### config.mk
export PLATFORM = sky130hd
export DESIGN_NAME = hub75_scan_driver
export DESIGN_NICKNAME = d
export VERILOG_FILES = /design/src/rtl/hub75_scan_driver.sv
export SDC_FILE = /design/constraint.sdc
export NUM_CORES = 1
export LEC_CHECK = 0
export BUFFER_PORTS_ARGS = -buffer_cell sky130_fd_sc_hd__buf_2
export CORE_ASPECT_RATIO = 1.1
export CORE_MARGIN = 5
export CORE_UTILIZATION = 49
export CTS_CLUSTER_DIAMETER = 150
export CTS_CLUSTER_SIZE = 10
export DETAILED_ROUTE_END_ITERATION = 8
export PLACE_DENSITY = 0.77
export SLEW_MARGIN = 20
export SYNTH_ARGS = -nofsm -noshare
export SYNTH_HDL_FRONTEND = slang
export SYNTH_SLANG_ARGS = --single-unit
### constraint.sdc
create_clock -name clk -period 2.93 [get_ports clk]
set_input_delay 0.7325 -clock clk [delete_from_list [all_inputs] [get_ports clk]]
set_output_delay 0.7325 -clock clk [all_outputs]
set_load 0.05 [all_outputs]
### src/rtl/hub75_scan_driver.sv
// HUB75 scan driver: reads bit planes from the dual-buffered framebuffer,
// shifts them into the panel chain and shows each plane for a binary-weighted
// time (BCM). It also owns the front/back buffer swap handshake.
// Optional build macro: HUB75_DEADTIME_EN adds blanking before each latch
// and after the last plane of every row.
module hub75_scan_driver #(
    parameter int unsigned N_ROWS_MAX      = 64,
    parameter int unsigned N_COLS_MAX      = 256,
    parameter int unsigned BITDEPTH_MAX    = 8,
    parameter int unsigned CTRL_WIDTH      = 32,
    parameter int unsigned BASE_ON_CYCLES  = 16,
    parameter int unsigned DEADTIME_CYCLES = 4,
    localparam int unsigned ROW_W     = $clog2(N_ROWS_MAX / 2),
    localparam int unsigned COL_W     = $clog2(N_COLS_MAX),
    localparam int unsigned FB_ADDR_W = ROW_W + COL_W,
    localparam int unsigned BIT_W     = $clog2(BITDEPTH_MAX)
) (
    input  logic                  clk,
    input  logic                  rst_n,
    input  logic                  ctrl_en,
    input  logic [CTRL_WIDTH-1:0] ctrl_bitdepth,
    input  logic                  swap_req,
    output logic                  swap_ack,
    output logic                  fb_en,
    output logic                  fb_buffer,
    output logic [FB_ADDR_W-1:0]  fb_addr,
    output logic [BIT_W-1:0]      fb_bit,
    input  logic [5:0]            fb_rgb,
    output logic [5:0]            hub75_rgb,
    output logic                  hub75_clk,
    output logic                  hub75_lat,
    output logic                  hub75_oe_n,
    output logic [ROW_W-1:0]      hub75_addr,
    output logic                  frame_start
);

    // Widths of the plane count and of the shared phase counter.
    localparam int unsigned BD_W       = $clog2(BITDEPTH_MAX + 1);
    localparam int unsigned SHIFT_LAST = 2 * N_COLS_MAX + 1;
    localparam int unsigned SHIFT_RDS  = 2 * N_COLS_MAX;
    localparam int unsigned DISP_MAX   = BASE_ON_CYCLES << (BITDEPTH_MAX - 1);
    localparam int unsigned DT_LAST    = (DEADTIME_CYCLES > 0) ? DEADTIME_CYCLES - 1 : 0;
    localparam int unsigned CNT_MAX_A  = (SHIFT_LAST > DISP_MAX) ? SHIFT_LAST : DISP_MAX;
    localparam int unsigned CNT_MAX    = (CNT_MAX_A > DEADTIME_CYCLES) ? CNT_MAX_A : DEADTIME_CYCLES;
    localparam int unsigned CNT_W      = $clog2(CNT_MAX + 1);
    localparam int unsigned ROW_LAST   = N_ROWS_MAX / 2 - 1;

    localparam logic [2:0] S_IDLE    = 3'd0;
    localparam logic [2:0] S_SHIFT   = 3'd1;
    localparam logic [2:0] S_DEAD    = 3'd2;
    localparam logic [2:0] S_LATCH   = 3'd3;
    localparam logic [2:0] S_DISPLAY = 3'd4;
    localparam logic [2:0] S_BLANK   = 3'd5;

    logic [2:0]           state_q, state_d;
    logic [CNT_W-1:0]     cnt_q, cnt_d;
    logic [ROW_W-1:0]     row_q, row_d;
    logic [BD_W-1:0]      bd_q, bd_d;
    logic                 rd_vld_q;

    logic [BIT_W-1:0]     bit_d;
    logic                 buf_d;
    logic                 row_done;
    logic                 start_frame;
    logic                 ack_d;
    logic                 fb_en_d;
    logic [FB_ADDR_W-1:0] fb_addr_d;
    logic [5:0]           rgb_d;
    logic                 clk_d;
    logic                 lat_d;
    logic                 oe_n_d;
    logic [ROW_W-1:0]     haddr_d;

    logic [BD_W-1:0]      bd_sat_c;
    logic                 disp_last_c;
    logic                 plane_last_c;

    // Out-of-range plane counts fall back to the full depth.
    always_comb begin
        bd_sat_c = BD_W'(ctrl_bitdepth);
        if (ctrl_bitdepth == '0 || ctrl_bitdepth > CTRL_WIDTH'(BITDEPTH_MAX)) begin
            bd_sat_c = BD_W'(BITDEPTH_MAX);
        end
    end

    // End of the binary-weighted on-time and last-plane-of-row detection.
    always_comb begin
        disp_last_c  = (cnt_q == CNT_W'((BASE_ON_CYCLES << fb_bit) - 32'd1));
        plane_last_c = ((BD_W'(fb_bit) + BD_W'(1)) >= bd_q);
    end

    // Next-state logic; outputs are then derived from the next state so the
    // registered outputs line up with the state they belong to.
    always_comb begin
        state_d     = state_q;
        cnt_d       = cnt_q + CNT_W'(1);
        row_d       = row_q;
        bit_d       = fb_bit;
        bd_d        = bd_q;
        buf_d       = fb_buffer;
        row_done    = 1'b0;
        start_frame = 1'b0;
        ack_d       = 1'b0;

        case (state_q)
            S_IDLE: begin
                cnt_d = '0;
                if (ctrl_en) begin
                    start_frame = 1'b1;
                end
            end
            S_SHIFT: begin
                if (cnt_q == CNT_W'(SHIFT_LAST)) begin
                    cnt_d = '0;
`ifdef HUB75_DEADTIME_EN
                    state_d = S_DEAD;
`else
                    state_d = S_LATCH;
`endif
                end
            end
            S_DEAD: begin
                if (cnt_q == CNT_W'(DT_LAST)) begin
                    cnt_d   = '0;
                    state_d = S_LATCH;
                end
            end
            S_LATCH: begin
                cnt_d   = '0;
                state_d = S_DISPLAY;
            end
            S_DISPLAY: begin
                if (disp_last_c) begin
                    cnt_d = '0;
                    if (!plane_last_c) begin
                        bit_d   = fb_bit + BIT_W'(1);
                        state_d = S_SHIFT;
                    end else begin
                        bit_d = '0;
`ifdef HUB75_DEADTIME_EN
                        state_d = S_BLANK;
`else
                        row_done = 1'b1;
`endif
                    end
                end
            end
            S_BLANK: begin
                if (cnt_q == CNT_W'(DT_LAST)) begin
                    cnt_d    = '0;
                    row_done = 1'b1;
                end
            end
            default: begin
                cnt_d   = '0;
                state_d = S_IDLE;
            end
        endcase

        // Row advance; the wrap is the frame boundary where swap and restart happen.
        if (row_done) begin
            if (row_q == ROW_W'(ROW_LAST)) begin
                row_d = '0;
                if (swap_req) begin
                    buf_d = ~fb_buffer;
                    ack_d = 1'b1;
                end
                if (ctrl_en) begin
                    start_frame = 1'b1;
                end else begin
                    state_d = S_IDLE;
                end
            end else begin
                row_d   = row_q + ROW_W'(1);
                state_d = S_SHIFT;
            end
        end

        if (start_frame) begin
            bd_d    = bd_sat_c;
            row_d   = '0;
            bit_d   = '0;
            cnt_d   = '0;
            state_d = S_SHIFT;
        end

        // Reads on even shift phases, shift clock on odd phases from 3 onward.
        fb_en_d   = (state_d == S_SHIFT) && !cnt_d[0] && (cnt_d < CNT_W'(SHIFT_RDS));
        clk_d     = (state_d == S_SHIFT) && cnt_d[0] && (cnt_d >= CNT_W'(3));
        fb_addr_d = fb_en_d ? {row_d, COL_W'(cnt_d >> 1)} : fb_addr;
        rgb_d     = rd_vld_q ? fb_rgb : hub75_rgb;
        lat_d     = (state_d == S_LATCH);
        haddr_d   = (state_d == S_LATCH) ? row_d : hub75_addr;
        oe_n_d    = (state_d != S_DISPLAY);
    end

    // State and output registers.
    always_ff @(posedge clk or negedge rst_n) begin
        if (!rst_n) begin
            state_q     <= S_IDLE;
            cnt_q       <= '0;
            row_q       <= '0;
            bd_q        <= BD_W'(BITDEPTH_MAX);
            rd_vld_q    <= 1'b0;
            fb_bit      <= '0;
            fb_buffer   <= 1'b0;
            fb_en       <= 1'b0;
            fb_addr     <= '0;
            hub75_rgb   <= '0;
            hub75_clk   <= 1'b0;
            hub75_lat   <= 1'b0;
            hub75_oe_n  <= 1'b1;
            hub75_addr  <= '0;
            swap_ack    <= 1'b0;
            frame_start <= 1'b0;
        end else begin
            state_q     <= state_d;
            cnt_q       <= cnt_d;
            row_q       <= row_d;
            bd_q        <= bd_d;
            rd_vld_q    <= fb_en;
            fb_bit      <= bit_d;
            fb_buffer   <= buf_d;
            fb_en       <= fb_en_d;
            fb_addr     <= fb_addr_d;
            hub75_rgb   <= rgb_d;
            hub75_clk   <= clk_d;
            hub75_lat   <= lat_d;
            hub75_oe_n  <= oe_n_d;
            hub75_addr  <= haddr_d;
            swap_ack    <= ack_d;
            frame_start <= start_frame;
        end
    end

endmodule

==> impl_results.md, run 1 <==
* Die Y at 94.7 microns
* Mapped Cells at 310
* Filler cells at 435
* YS warnings at 0
* CTS tree: yes
* Final-report hold violation count at 0
* Lkg Pwr at 2.11 nW
* Unrepaired setup endpoints after global routing: yes
* Number of hold buffers added after CTS at 0
* Synth async-reset ratio at 100%
* Global-route wire length before repair at 12900 microns
* Critical Path Start: fb_bit[1]
* Commonest non-fill, non-tap cells in the layout: 74 x buf_2, 54 x dfrtp_1, 36 x buf_4
* Cell area after layout at 4330 sq um
* Max Slew Vio Count at 0
* Min-delay src: fb_en
* Routed Antenna Nets at 0
* Die width at 87.0 microns
* Drc violations at 0
* Worst setup EP type: flip-flop
* Main synth FF type: dfrtp_1
* Commonest non-fill, non-tap cell in the layout: buf_2
* P&R area growth vs syn at 35.4%
* Clock Skew at 0.00694 ns
* Router iterations before antenna repair at 4
* Core area at 6270 sq um
* Syn_area_per_cell at 10.3 sq um
* DRT iter0 DRCs at 82
* Clock buffer count from CTS at 9
* Vias per cell at 5.34
* Largest fanout on the critical path at 5
* Routed wl met3 at 313 microns
* Pwr Density at 674 nW/um^2
* Io pins at 76
* Final setup violation count at 18
* Port-buffer cells at 75
* Hold Path Class: flip-flop to flip-flop
* Setup ws final at -0.307 ns
* Worst-margin pin slew at 0.903 ns
* CTS H-tree depth at 3
* DR top layer: met4
* Status: finished with violations
* Vias in the first global route at 2744
* Tmin final at 3.24 ns
* Hold slack at 0.371 ns
* Worst vdd ir at 0.535 mV
* Violations in the final reports: negative setup slack
* Clock slew at reported path FFs at 0.08 ns
* Fraction of the cycle the final worst path needs at 110%
* #FFs+latches synth at 59
* Reg2reg start: fb_bit[1]
* Initial Util at 51.0%
* CP startpoint kind: flip-flop
* Met1 WL at 3250 microns
* Vias at 2705
* Sequential-to-total area share from yosys stat at 46.2%
* Final wirelength at 8070 microns
* Max Fclk at 309 MHz
* Post-synth EDFFs at 0
* Number of diodes at 0
* Yosys cell types at 56
* Met2 WL at 4350 microns
* CP required at 3.16 ns
* Antenna violations before repair at 0
* Total Routing Usage GR at 20.2%
* DPL Wire Length at 5630 microns
* Setup CP Type: flip-flop to flip-flop
* Post-Synthesis Cell Area at 3200 sq um
* Std cell rows at 30
* GRT overflow at 0
* Dpl cell area at 3860 sq um
* Full die area at 8250 sq um
* Root Driver: clkbuf_8
* RePlAce Congestion at 0.898
* Deepest clock path buffer count at 2
* Max-Cap Viols at 0
* Clk_lat worst skew at 0.34 ns
* Number of clock sinks at 59
* Pin count of the biggest net entering global routing at 45
* Net Count, Synth at 366
* Nets at 478
* Relative slew slack at 39.3%
* DR WL/cell at 15.9 microns
* Layout cells sized above 1 at 43.3%
* Crit path arrival time at 3.46 ns
per-stage QoR:
| stage | cells | TNS, ns | setup WS, ns | utilization (%) | power, mW |
|---|---|---|---|---|---|
| 2_1_floorplan | 310 | -4.07 | -0.347 | - | 1.76 |
| 3_3_place_gp | 479 | -4.14 | -0.346 | 61.7 | 2.01 |
| 3_5_place_dp | 479 | -5.83 | -0.455 | 61.7 | 2.03 |
| 4_1_cts | 503 | -3.79 | -0.304 | 67.3 | 2.91 |
| 5_1_grt | 507 | -8.21 | -0.466 | 69.1 | 3.07 |
| 6_report | 507 | -3.92 | -0.307 | 69.1 | 2.92 |
routing by layer:
layer	vias to the layer above	track usage, %
met5	-	0
met4	0	8.05
met3	11	3.75
met2	59	35.7
met1	1308	23.9
li1	1327	-
flip-flops by register name, summed over array words and instances (netlist names):
signal       count
frame_start      1
fb_bit           3
fb_en            1
bd_q             4
state_q          3
rd_vld_q         1
cnt_q           12
fb_addr         13
swap_ack         1
hub75_addr       5
hub75_clk        1
hub75_rgb        6
row_q            5
fb_buffer        1
hub75_lat        1
hub75_oe_n       1
cell families after synthesis:
| logic type | synth area share [%] |
|---|---|
| AND/OR/NAND/NOR | 20.9 |
| buffers and inverters | 4.34 |
| adder cells (fa/ha/maj) | 5.48 |
| XOR/XNOR | 4.89 |
| multiplexers | 8.68 |
| AO/OA/AOI/OAI | 9.46 |
| flip-flops | 46.2 |
area by class of cell:
class | instances | area, sq um | share of cell area (%)
multi-input combinational | 221 | 1740 | 40.2
sequential | 59 | 1490 | 34.3
timing repair buffer | 117 | 728 | 16.8
clock buffer | 9 | 124 | 2.86
clock inverter | 7 | 100 | 2.31
tap | 80 | 100 | 2.31
inverter | 14 | 52.6 | 1.21
worst paths after layout:
kind | cells after the start | slack [ns] | end
setup / recovery | 11 | -0.31 | fb_addr[12]
hold / removal | 0 | 0.37 | rd_vld_q
setup reg to reg | 11 | -0.31 | fb_addr[12]
hold reg to reg | 0 | 0.37 | rd_vld_q
max in group asynchronous | 2 | 2.00 | fb_addr[1]
min in group asynchronous | 1 | 0.39 | cnt_q[7]
synthesized netlist by cell type (all sizes together), types with 2 or more instances:
cell	count	area, sq um
o211ai	2	15.0
a31oi	5	31.3
or3	3	18.8
o21a	2	15.0
and4	2	18.8
and2b	2	16.3
nand2b	5	31.3
nand4	7	43.8
nor4	13	93.8
nand3	9	45.0
xor2	8	77.6
dfrtp	57	1430
inv	14	52.6
xnor2	9	78.8
o21ai	8	40.0
and3	8	50.1
nor3b	2	15.0
clkbuf	10	37.5
or4	2	18.8
nand3b	3	22.5
a21oi	12	60.1
ha	14	175
dfstp	2	52.6
buf	6	48.8
mux2	19	248
mux2i	3	30.0
nor2	36	135
nor3	11	55.1
nand2	18	67.6
worst max-delay path, stage by stage (launching register included):
cell and delay (ns):
dfrtp_4 0.51, ha_4 0.18, ha_4 0.15, or4_4 0.51
a221oi_2 0.26, o2111ai_2 0.18, or3_4 0.42, nor2_4 0.10
o32a_4 0.16, o211a_4 0.20, buf_4 0.13, mux2_2 0.32
where the power goes:
| part | switching, mW | internal [mW] |
|---|---|---|
| registers | 0.123 | 0.949 |
| clock network | 0.355 | 0.486 |
| logic | 0.611 | 0.396 |
timing repair:
item / in CTS / in global routing
endpoints found under the setup margin: 23 / 45
pin swaps: 3 / 6
buffers inserted: 8 / 4
resized for setup: 11 / 19
gates cloned: 0 / 0
(Power assumes the default switching activity.)
==> run 2, diff against run 1 <==
Settings changed: CORE_UTILIZATION 49 to 41, CTS_CLUSTER_DIAMETER 150 to 40, PLACE_DENSITY 0.77 to 0.66.
==> run 2 against run 1 <==
Effect of this change: the flow still finishes with violations (negative setup slack); first-iteration DRC count grew 48%; clock power shrank 11%; largest power group unchanged; flip-flop and latch count is the same; setup slack gained 0.028 ns; largest cell class unchanged; total power shrank 3.3%; register-to-register slack gained 0.03 ns; routed wire length grew 0.58%; via count grew 0.96%; worst hold slack gained 0.0052 ns; sequential power is essentially flat; sequential share of layout area shrank 0.25 points; die area grew 17%.
==> impl_results.md, run 2 (synthesis gave the netlist of run 1 again) <==
* Status: finished with violations
* Violations in the final reports: negative setup slack
* RePlAce Congestion at 0.879 (-2.1%)
* Largest fanout on the critical path at 7 (+2)
* Port-buffer cells at 75 (unchanged)
* Root Driver: clkbuf_8
* Worst-margin pin slew at 0.819 ns (-0.0841 ns)
* Number of diodes at 0 (unchanged)
* Hold Path Class: input port to asynchronous set/reset pin
* Core area at 7510 sq um (+20%)
* Clk_lat worst skew at 0.35 ns (about the same)
* Global-route wire length before repair at 13300 microns (+3.5%)
* Setup ws final at -0.279 ns (+0.0277 ns)
* Final setup violation count at 18 (unchanged)
* Pin count of the biggest net entering global routing at 36 (-20%)
* Worst R2R Setup Slack at -0.28 ns (+0.03 ns)
* Lkg Pwr at 2.08 nW (-1.6%)
* DRT iter0 DRCs at 121 (+48%)
* Commonest non-fill, non-tap cell in the layout: buf_2
* Reg2reg start: fb_bit[1]
* Routed Antenna Nets at 0 (unchanged)
* GRT overflow at 0 (unchanged)
* Sequential power share at 38.0% (+1.3 points)
* Nets at 478 (unchanged)
* Antenna violations before repair at 0 (unchanged)
* Vias in the first global route at 2832 (+3.2%)
* CTS tree: yes
* Fraction of the cycle the final worst path needs at 110% (-0.94 points)
* Largest register FFs at 13 (unchanged)
* Relative slew slack at 45.0% (+5.7 points)
* Layout cells sized above 1 at 43.6% (+0.23 points)
* DPL Wire Length at 5950 microns (+5.7%)
* DR WL/cell at 15.3 microns (-4.1%)
* Vias per cell at 5.13 (-3.8%)
* Crit path buffers/inverters at 0 (-1)
* Regs by FF count: fb_addr (13), cnt_q (12), hub75_rgb (6)
* Drc violations at 0 (unchanged)
* Setup CP Type: flip-flop to flip-flop
* CP required at 3.17 ns (about the same)
* Final wirelength at 8120 microns (+0.58%)
* FF-to-FF path depth at 10 (-1)
* Net Switching at 1.09 mW (-0.20%)
* Cell breakdown of the critical path: ha_4 > ha_4 > or4_4 > a221oi_4 > o2111ai_2 > or3_4 > nor2_4 > o32a_4 > o211a_4 > mux2_2
* Reg2reg end: fb_addr[1]
* Std cell rows at 33 (+10%)
* Dpl ws at -0.481 ns (-0.0264 ns)
* Final-report hold violation count at 0 (unchanged)
* Clock buffer count from CTS at 9 (unchanged)
* P&R area growth vs syn at 36.4%
* Crit path arrival time at 3.44 ns (-0.02 ns)
* P_int at 1.74 mW (-5.1%)
* Clock slew at reported path FFs at 0.08 ns (about the same)
* Initial Util at 42.6% (-8.5 points)
* Full die area at 9670 sq um (+17%)
* Critical path's slowest cell: or4_4
* Clock Skew at 0.0146 ns (+0.00764 ns)
* Io pins at 76 (unchanged)
* Switching Fraction at 38.5% (+1.2 points)
* CTS H-tree depth at 3 (unchanged)
* Die width at 94.2 microns (+8.2%)
* Clock network power share at 26.5% (-2.3 points)
* Vias at 2731 (+0.96%)
* Total Routing Usage GR at 17.6% (-2.6 points)
* CP max stage delay at 0.53 ns (+0.02 ns)
* Max Fclk at 312 MHz (+0.86%)
* Worst setup EP type: flip-flop
* Comb pwr share at 35.5% (+1.0 points)
* Biggest register: fb_addr
* Hold slack at 0.377 ns (+0.00520 ns)
* Commonest non-fill, non-tap cells in the layout: 75 x buf_2, 54 x dfrtp_1, 34 x nor2_1
* Pwr Density at 647 nW/um^2 (-4.0%)
* Max-Cap Viols at 0 (unchanged)
* Tmin final at 3.21 ns (-0.0277 ns)
* Worst vdd ir at 0.390 mV (-27%)
* Die Y at 103 microns (+8.3%)
* Top cell by count, worst path: ha_4
* Deepest clock path buffer count at 2 (unchanged)
* Number of clock sinks at 59 (unchanged)
* Pwr Total at 2.82 mW (-3.3%)
* CP top delay family: simple AND/OR/NAND/NOR gates
* Max Slew Vio Count at 0 (unchanged)
* Router iterations before antenna repair at 4 (unchanged)
* CP startpoint kind: flip-flop
* Unrepaired setup endpoints after global routing: yes
## run 2: cell count changes in the layout (fill, tap and decap cells not counted), moves of 2 or more
cell	previous run	this run
mux2i_1	2	0
o21ai_1	0	2
clkinvlp_4	0	2
buf_4	36	32
buf_6	6	8
## run 2: routing by layer
layer / vias to the layer above / track usage [%] / wire length, microns
met1: 1323 / 21.7 / 3380
met5: - / 0 / 0
li1: 1334 / - / -
met3: 10 / 5.33 / 440
met4: 0 / 4.44 / 69
met2: 64 / 30.2 / 4230
## run 2: cell type report
class	count	area, sq um
Clock inverter	7	76.3
Tap cell	105	131
Fill cell	650	3150
Clock buffer	9	124
Inverter	14	52.6
Timing Repair Buffer	116	726
Multi-Input combinational cell	222	1770
Sequential cell	59	1490
## run 2: stage by stage
stage               setup TNS (ns)  instance area [sq um]  utilization (%)  std cells
floorplan                    -4.07                   3250                -        310
global placement             -3.98                   3950             52.5        509
detailed placement           -6.05                   3950             52.5        509
CTS                          -3.27                   4230             56.2        529
global route                 -6.63                   4360             58.1        532
finish                       -3.37                   4360             58.1        532
## run 2: repair_timing
item	CTS	global route
hold buffers	0	0
pin swaps	6	4
setup endpoints to repair	19	44
cloned	1	0
gates resized for setup	9	25
setup buffers	3	3
## run 2: power groups by stage
stage                     Sequential, mW  Clock, mW  Combinational (mW)
final                               1.07      0.749                1.00
after global routing                1.09      0.816                1.08
after CTS                           1.07      0.768               0.974
after detailed placement            1.08          0               0.961
after global placement              1.08          0               0.942
after floorplan                     1.29          0               0.468
## run 2: worst register-to-register path: stages (launching register included)
cell	delay (ns)
dfrtp_4	0.51
ha_4	0.18
ha_4	0.15
or4_4	0.53
a221oi_4	0.24
o2111ai_2	0.17
or3_4	0.43
nor2_4	0.11
o32a_4	0.19
o211a_4	0.26
mux2_2	0.35
## run 2: worst max-delay path by stage
stage	from	slack, ns	cells after the start	to
6_report	fb_bit[1]	-0.28	10	fb_addr[1]
5_1_grt	fb_bit[1]	-0.38	10	fb_addr[1]
4_1_cts	fb_bit[1]	-0.27	10	fb_addr[1]
3_5_place_dp	fb_bit[1]	-0.48	10	fb_addr[12]
3_3_place_gp	fb_bit[1]	-0.33	10	fb_addr[2]
2_1_floorplan	fb_bit[1]	-0.35	11	fb_addr[10]
